### src/rtl/fa_bist_pkg.sv
// Shared types and constants for the full_adder BIST: FSM state encoding,
// the {A,B,Cin} vector type and the number of vectors in one sweep.
package fa_bist_pkg;

    typedef enum logic [2:0] {
        IDLE,
        APPLY,
        SETTLE,
        CHECK,
        DONE
    } fa_bist_state_t;

    typedef logic [2:0] fa_vec_t;

    localparam int FA_NUM_VECS = 8;

endpackage

### src/rtl/fa_bist_golden.sv
// Golden full-adder reference: maps an {A,B,Cin} vector to the expected
// sum and carry, kept separate so it can be exercised on its own.
module fa_bist_golden
    import fa_bist_pkg::*;
(
    input  fa_vec_t vec,
    output logic    exp_s,
    output logic    exp_c
);

    logic a, b, cin;

    assign {a, b, cin} = vec;
    assign exp_s = a ^ b ^ cin;
    assign exp_c = (a & b) | (a & cin) | (b & cin);

endmodule

### src/rtl/full_adder_bist.sv
// Response-checking BIST for a full_adder cell: sweeps all {A,B,Cin} vectors
// PASSES times and reports pass, error count and first failing vector.
// Optional FA_BIST_STOP_ON_FAIL_EN ends the run at the first mismatch.
module full_adder_bist
    import fa_bist_pkg::*;
#(
    parameter int SETTLE_CYCLES = 2,
    parameter int PASSES        = 1,
    parameter int ERR_CNT_W     = 4
) (
    input  logic                 clk,
    input  logic                 rst_n,
    input  logic                 start,
    output logic                 fa_a,
    output logic                 fa_b,
    output logic                 fa_cin,
    input  logic                 fa_s,
    input  logic                 fa_cout,
    output logic                 busy,
    output logic                 done,
    output logic                 pass,
    output logic [ERR_CNT_W-1:0] err_cnt,
    output logic [2:0]           fail_vec
);

    localparam int SETTLE_W = $clog2(SETTLE_CYCLES + 1);
    localparam int PASS_W   = $clog2(PASSES + 1);

    fa_bist_state_t      state;
    fa_vec_t             vec;
    logic [PASS_W-1:0]   pass_idx;
    logic [SETTLE_W-1:0] settle_cnt;
    logic                exp_s;
    logic                exp_c;
    logic                mismatch;
    logic                last_vec;
    logic                end_run;

    fa_bist_golden u_golden (
        .vec   (vec),
        .exp_s (exp_s),
        .exp_c (exp_c)
    );

    // Case-inequality so X/Z from the cell under test is treated as a failure.
    assign mismatch = ({fa_s, fa_cout} !== {exp_s, exp_c});
    assign last_vec = (vec == fa_vec_t'(FA_NUM_VECS - 1)) &&
                      (pass_idx == PASS_W'(PASSES - 1));

`ifdef FA_BIST_STOP_ON_FAIL_EN
    assign end_run = last_vec || mismatch;
`else
    assign end_run = last_vec;
`endif

    always_ff @(posedge clk or negedge rst_n) begin
        if (!rst_n) begin
            state      <= IDLE;
            vec        <= '0;
            pass_idx   <= '0;
            settle_cnt <= '0;
            fa_a       <= 1'b0;
            fa_b       <= 1'b0;
            fa_cin     <= 1'b0;
            busy       <= 1'b0;
            done       <= 1'b0;
            pass       <= 1'b0;
            err_cnt    <= '0;
            fail_vec   <= '0;
        end else begin
            done <= 1'b0;
            case (state)
                IDLE: begin
                    if (start) begin
                        err_cnt  <= '0;
                        fail_vec <= '0;
                        pass     <= 1'b0;
                        vec      <= '0;
                        pass_idx <= '0;
                        busy     <= 1'b1;
                        state    <= APPLY;
                    end
                end
                APPLY: begin
                    {fa_a, fa_b, fa_cin} <= vec;
                    settle_cnt           <= '0;
                    state                <= SETTLE;
                end
                SETTLE: begin
                    if (settle_cnt == SETTLE_W'(SETTLE_CYCLES - 1)) begin
                        state <= CHECK;
                    end else begin
                        settle_cnt <= settle_cnt + SETTLE_W'(1);
                    end
                end
                CHECK: begin
                    // err_cnt never returns to zero mid-run, so zero marks the first failure.
                    if (mismatch) begin
                        if (err_cnt != '1) begin
                            err_cnt <= err_cnt + ERR_CNT_W'(1);
                        end
                        if (err_cnt == '0) begin
                            fail_vec <= vec;
                        end
                    end
                    if (end_run) begin
                        busy  <= 1'b0;
                        state <= DONE;
                    end else begin
                        vec <= vec + fa_vec_t'(1);
                        if (vec == fa_vec_t'(FA_NUM_VECS - 1)) begin
                            pass_idx <= pass_idx + PASS_W'(1);
                        end
                        state <= APPLY;
                    end
                end
                DONE: begin
                    done                 <= 1'b1;
                    pass                 <= (err_cnt == '0);
                    {fa_a, fa_b, fa_cin} <= 3'b000;
                    state                <= IDLE;
                end
                default: state <= IDLE;
            endcase
        end
    end

endmodule

### config.mk
export PLATFORM = sky130hd
export DESIGN_NAME = full_adder_bist
export DESIGN_NICKNAME = d
export VERILOG_FILES = /design/src/rtl/fa_bist_pkg.sv /design/src/rtl/fa_bist_golden.sv /design/src/rtl/full_adder_bist.sv
export SDC_FILE = /design/constraint.sdc
export NUM_CORES = 1
export LEC_CHECK = 0
export ABC_CLOCK_PERIOD_IN_PS = 1800
export CAP_MARGIN = 20
export CORE_AREA = 2 2 54 56
export DETAILED_ROUTE_END_ITERATION = 8
export DIE_AREA = 0 0 56 58
export GPL_ROUTABILITY_DRIVEN = 1
export PLACE_DENSITY = 0.71
export SLEW_MARGIN = 0
export SYNTH_ARGS = -nofsm -noshare
export SYNTH_HDL_FRONTEND = slang
export SYNTH_SLANG_ARGS = --single-unit
### constraint.sdc
create_clock -name clk -period 1.8 [get_ports clk]
set_input_delay 0.27 -clock clk [delete_from_list [all_inputs] [get_ports clk]]
set_output_delay 0.27 -clock clk [all_outputs]
set_load 0.03 [all_outputs]
## After elaboration in Yosys (flattened, before gate mapping)

Index checks and enable logic that the tools add are counted.

- Flip-flop bits (word level): 22
- Input bits: 5
- Output and inout port bits: 13
- Word-level logic and storage cells: 84

- Add/sub/neg operators: 4
- Eq/ne operators: 17
- Muxes and demuxes: 28
- Bitwise gates (word level): 8
- Reduce and logical (&&, ||, !) cells: 15

Operators with widths:

| kind | count |
|---|---|
| $mux 3 | 7 |
| $ne 2x2->1 const B | 9 |
| $mux 4 | 3 |
| $pmux 1 s2 | 6 |
| $pmux 3 s2 | 2 |
| $pmux 3 s4 | 1 |
| $reduce_and 4->1 | 3 |
| $pmux 4 s2 | 1 |
| $reduce_bool 2->1 | 4 |
| $eq 3x2->1 const B | 2 |
| $eq 3x3->1 const B | 2 |
| $mux 1 | 6 |
| $reduce_and 2->1 | 3 |
| $reduce_and 3->1 | 2 |
| $add 4x1->4 const B | 1 |
| $logic_not 4->1 | 1 |
| $ne 4x4->1 const B | 1 |
| $pmux 2 s2 | 1 |
| $add 3x1->3 const B | 1 |
| $and 1x1->1 | 3 |
| $eq 3x1->1 const B | 1 |
| $logic_not 3->1 | 1 |
| $add 2x1->2 const B | 1 |
| $eq 2x1->1 const B | 1 |
| 7 further kinds | 9 |

## Depth between registers and ports, before layout

Gate-level depths: netlist of run 1.

- Depth in word-level cells: 6
- Depth in mapped cells: 6

## Cells and area by module

A second synthesis of run 1 with hierarchy kept.

- Cell total of the unflattened synthesis: 117
- Area, all modules: 1179.9 sq um

Modules (own cells, without submodules):

| module | instances | cells an instance | area each (sq um) | seq. area each (sq um) |
|---|---|---|---|---|
| full_adder_bist | 1 | 116 | 1159.9 | 550.5 |
| fa_bist_golden | 1 | 1 | 20.0 | 0.0 |

## Worst setup path before layout of run 1

No wires, ideal clock.

- Path type: reg2reg
- Start: register vec[0]
- End: register err_cnt[3]
- Library setup time: 0.138 ns
- Data arrival time: 1.752 ns
- Data required time: 1.662 ns
- Slack: -0.089 ns
- Stages on the path, launching flop included: 6
- Buffers on the path: 0
- Period minus slack after synthesis: 1.889 ns
- Path through: dfrtp_1 fa_1 xnor2_1 nand3_2 a41oi_1 a211oi_2

- Cells in the longest elaborated chain, start to end: 6
- Elaborated cells between the ends (all ways): 8

RTL lines:

| what | line | text |
|---|---|---|
| from (decl) | full_adder_bist.sv:30 | `fa_vec_t vec;` |
| from (signal assigned) | full_adder_bist.sv:110 | `vec <= vec + fa_vec_t'(1);` |
| $and 1x1->1 | fa_bist_golden.sv:15 | `assign exp_c = (a & b) \| (a & cin) \| (b & cin);` |
| $or 1x1->1 (2 in series) | fa_bist_golden.sv:15 |  |
| $nex 2x2->1 (*) | full_adder_bist.sv:46 | `assign mismatch = ({fa_s, fa_cout} !== {exp_s, exp_c});` |
| $ne 2x2->1 (no line) (*) | - |  |
| $reduce_and 4->1 (no line) (*) | - |  |
| to (signal assigned) | full_adder_bist.sv:100 | `err_cnt <= err_cnt + ERR_CNT_W'(1);` |
| to (decl) | full_adder_bist.sv:22 | `output logic [ERR_CNT_W-1:0] err_cnt,` |

Every way passes the cells marked *; elsewhere a longest branch is shown, timed or not.
A chain may end at the register's enable or synchronous reset.

## Final worst setup path of run 1

- Start: register vec[0]
- End: register fail_vec[0]

- Cells in the longest elaborated chain, start to end: 6
- Elaborated cells between the ends (all ways): 11

RTL lines:

| what | line | text |
|---|---|---|
| $and 1x1->1 | fa_bist_golden.sv:15 |  |
| $or 1x1->1 (2 in series) | fa_bist_golden.sv:15 |  |
| $nex 2x2->1 | full_adder_bist.sv:46 |  |
| $ne 2x2->1 (no line) | - |  |
| $reduce_and 4->1 (no line) | - |  |
| to (signal assigned) | full_adder_bist.sv:103 | `fail_vec <= vec;` |
| to (decl) | full_adder_bist.sv:23 | `output logic [2:0] fail_vec` |

Parallel ways exist; a longest one is shown, timed or not. The select of a mux whose other input is x is not followed.

==> results of run 1 <==
==> critical path, stage by stage, from the launching register on <==
cell and delay [ns]:
dfrtp_1 0.42, fa_1 0.58, xnor2_2 0.12, buf_4 0.16
nand3_4 0.11, a32oi_1 0.20, o21ai_1 0.09
==> area by class of cell <==
type,instances,area share [%]
multi-input combinational,80,40.6
sequential,22,35.3
timing repair buffer,32,18.5
tap,31,2.49
inverter,7,1.68
clock buffer,3,1.44
==> registers in the layout (all words and copies together) (netlist names) <==
signal and cells:
err_cnt 4, done 1, state 3, pass_idx 1
busy 1, fa_a 1, settle_cnt 2, fail_vec 3
fa_b 1, fa_cin 1, vec 3, pass 1
==> routing by layer <==
layer | wire, microns | track usage (%) | share of wire (%) | vias up
met5 | 0 | 0 | 0 | -
met4 | 55 | 9.18 | 2.2 | 0
met3 | 110 | 3.13 | 4.3 | 7
met2 | 1260 | 28.7 | 49 | 31
met1 | 1120 | 21.2 | 44 | 464
li1 | - | - | - | 477
==> where the power goes <==
part | switching, mW | internal, mW
clock | 0.154 | 0.0784
sequential | 0.101 | 0.635
combinational | 0.820 | 0.700
==> synthesized netlist by cell type, drive strengths merged (2+ instances only) <==
cell type / count
xnor2: 3
nor2b: 4
inv: 7
ha: 5
o21ai: 7
mux2i: 3
a21oi: 4
dfrtp: 22
nor2: 7
clkbuf: 2
a211oi: 2
a22o: 8
nand3: 3
nor3b: 2
nand2: 11
buf: 2
o21bai: 2
a32oi: 3
==> timing repair <==
| item | 4_1_cts | 5_1_grt |
|---|---|---|
| pin swaps | 3 | 3 |
| endpoints found under the setup margin | 6 | 10 |
| buffers inserted | 2 | 0 |
| resized for setup | 4 | 3 |
==> cells by family (layout without fill, tap and decap cells) <==
logic type / after synthesis / count (layout) / share of synthesized area [%]
AND/OR/NAND/NOR: 34 / 34 / 15.1
adder cells (fa/ha/maj): 6 / 6 / 6.89
AO/OA/AOI/OAI: 34 / 34 / 23.2
buffers and inverters: 11 / 42 / 4.18
flip-flops: 22 / 22 / 45.9
multiplexers: 3 / 3 / 2.51
XOR/XNOR: 3 / 3 / 2.19
==> how the worst max path moves through the flow <==
| stage | startpoint | end | slack, ns | cells past startpoint |
|---|---|---|---|---|
| after floorplan | vec[0]$_DFFE_PN0P_ | err_cnt[3]$_DFFE_PN0P_ | 0.02 | 5 |
| after detailed placement | start | err_cnt[3]$_DFFE_PN0P_ | -0.10 | 5 |
| after global routing | vec[0]$_DFFE_PN0P_ | fail_vec[0]$_DFFE_PN0P_ | -0.08 | 6 |
| after CTS | vec[0]$_DFFE_PN0P_ | err_cnt[2]$_DFFE_PN0P_ | 0.01 | 6 |
| after global placement | start | err_cnt[3]$_DFFE_PN0P_ | -0.03 | 5 |
| final | vec[0]$_DFFE_PN0P_ | fail_vec[0]$_DFFE_PN0P_ | 0.01 | 6 |
==> through the flow <==
stage               util [%]  instances
floorplan                  -        113
global placement        56.2        170
detailed placement      56.2        170
CTS                     58.3        175
global route            58.6        175
finish                  58.6        175
==> results by group, run 1 <==
Placement
  • Gp weighted congestion: 0.813
  • DP HPWL: between 1.5 and 2 mm
  • Instance area at placement: about 0.0015 sq mm
  • IO Port Bufs: 17
  • Pre-CTS setup slack: -0.102 ns

Critical path
  • Worst setup SP type: flip-flop
  • Capturing point of the worst reg2reg path: fail_vec[0]$_DFFE_PN0P_
  • Reg2Reg Depth: 6
  • CP required: ~2 ns
  • Worst setup EP type: flip-flop
  • R2R Setup Slk: 0.01 ns
  • Worst Path Arrival: around 2.0 ns
  • Worst R2R Start: vec[0]$_DFFE_PN0P_
  • Crit-path max FO: 6
  • CP Class: flip-flop to flip-flop

Detailed routing
  • First-pass DRT Iterations: 4
  • Remaining DRCs: 0
  • Final ANT Viol Nets: 0
  • Vias per cell: 5.59
  • Final wirelength: approximately 2.6 mm
  • Number of DRC markers in iteration 0: 29
  • WL/cell: about 15 microns
  • Via count of the routed design: between 900 and 1000

STA
  • Tmin final: around 1.8 ns
  • Final Skew: around 0.0053 ns
  • WHS: 0.281 ns
  • RSZ-0062 raised after global routing: yes
  • Pins Over Slew Limit: 0
  • Count of final setup violators: 0
  • Setup ws final: 0.0149 ns
  • Hold Vio Cnt, Final: 0
  • Setup TNS: 0 ns
  • Slew headroom: 77.3%
  • Max Fclk: 560 MHz
  • Final period utilization: approximately 100%
  • Slew @ Worst Pin: between 0.3 and 0.4 ns

Finish
  • # diodes: 0
  • Layout net count: ~160
  • Filler cells: about 240
  • Most common cell after layout, fill and taps aside: dfrtp_1
  • Final instance area: between 0.0015 and 0.002 sq mm
  • Commonest non-fill, non-tap cells in the layout: 22 x dfrtp_1, 15 x buf_4, 13 x clkdlybuf4s50_1
  • Area of the multi-input gates: approximately 630 sq um
  • Sequential Area: around 550 sq um
  • Area grow syn2layout: 30.2%
  • Layout cells sized above 1: about 20%

Clock network
  • Clock Root Buffer: clkbuf_4
  • Clock slew at reported path FFs: 0.12 ns
  • H-tree levels: 1
  • Clock buffer count from CTS: 3
  • Hold buffer count at cts: 0
  • CTS tree: done
  • Clk_lat worst skew: 0.31 ns
  • Sink Count: 22
  • Clock Path Buffers: 2

Synthesis
  • Synthesized cell area: 0.00120 sq mm
  • Dominant cell type by area after synthesis: dfrtp_1
  • Post-synthesis sequential area ratio: between 40 and 50%
  • Synth top area share: 45.9%
  • Post-synth EDFFs: 0
  • Cell count after synthesis: ~110
  • Yosys reg bits: 22
  • Distinct cells, synth: 38
  • Post-synth top flop: dfrtp_1
  • Synth area leaders: dfrtp_1 46%, a22o_1 5.8%, ha_1 5.2%
  • Syn Nets: approximately 120
  • Ys Warns: 0
  • Ys async rst share: 100%
  • Syn Area/Cell: ~11 sq um

Die
  • Die width: between 50 and 60 microns
  • Initial Util: between 40% and 50%
  • Row count: 19
  • Die area: 0.00325 sq mm
  • DIE HEIGHT: ~58 microns
  • IO Pins: 18
  • Core Area: 0.00266 sq mm

Global routing
  • Overflow after GRT: 0
  • Antenna violations before repair: 0
  • Vias in the first global route: 1032
  • GRT Overall Usage: ~17%
  • Largest net degree at the start of global routing: 23
  • First-pass GRT wire length: 4.41 mm

Power
  • VDD IR max: ~0.84 mV
  • Power Dens Cells: 1590 mW/mm^2
  • Leakage: about 0.74 nW
  • Power, Total: 2.49 mW

Status
  • Outcome: completed

Worst hold path
  • Min-delay worst type: input port to async pin

Job
  • Max-Cap Viols: 0
Power figures use the tool's default switching activity.
==> run 2: changes to the inputs <==
CTS_CLUSTER_DIAMETER = 50   (was default)
==> results of run 2 <==
No change in the layout: final DEF, timing and power equal those of run 1.
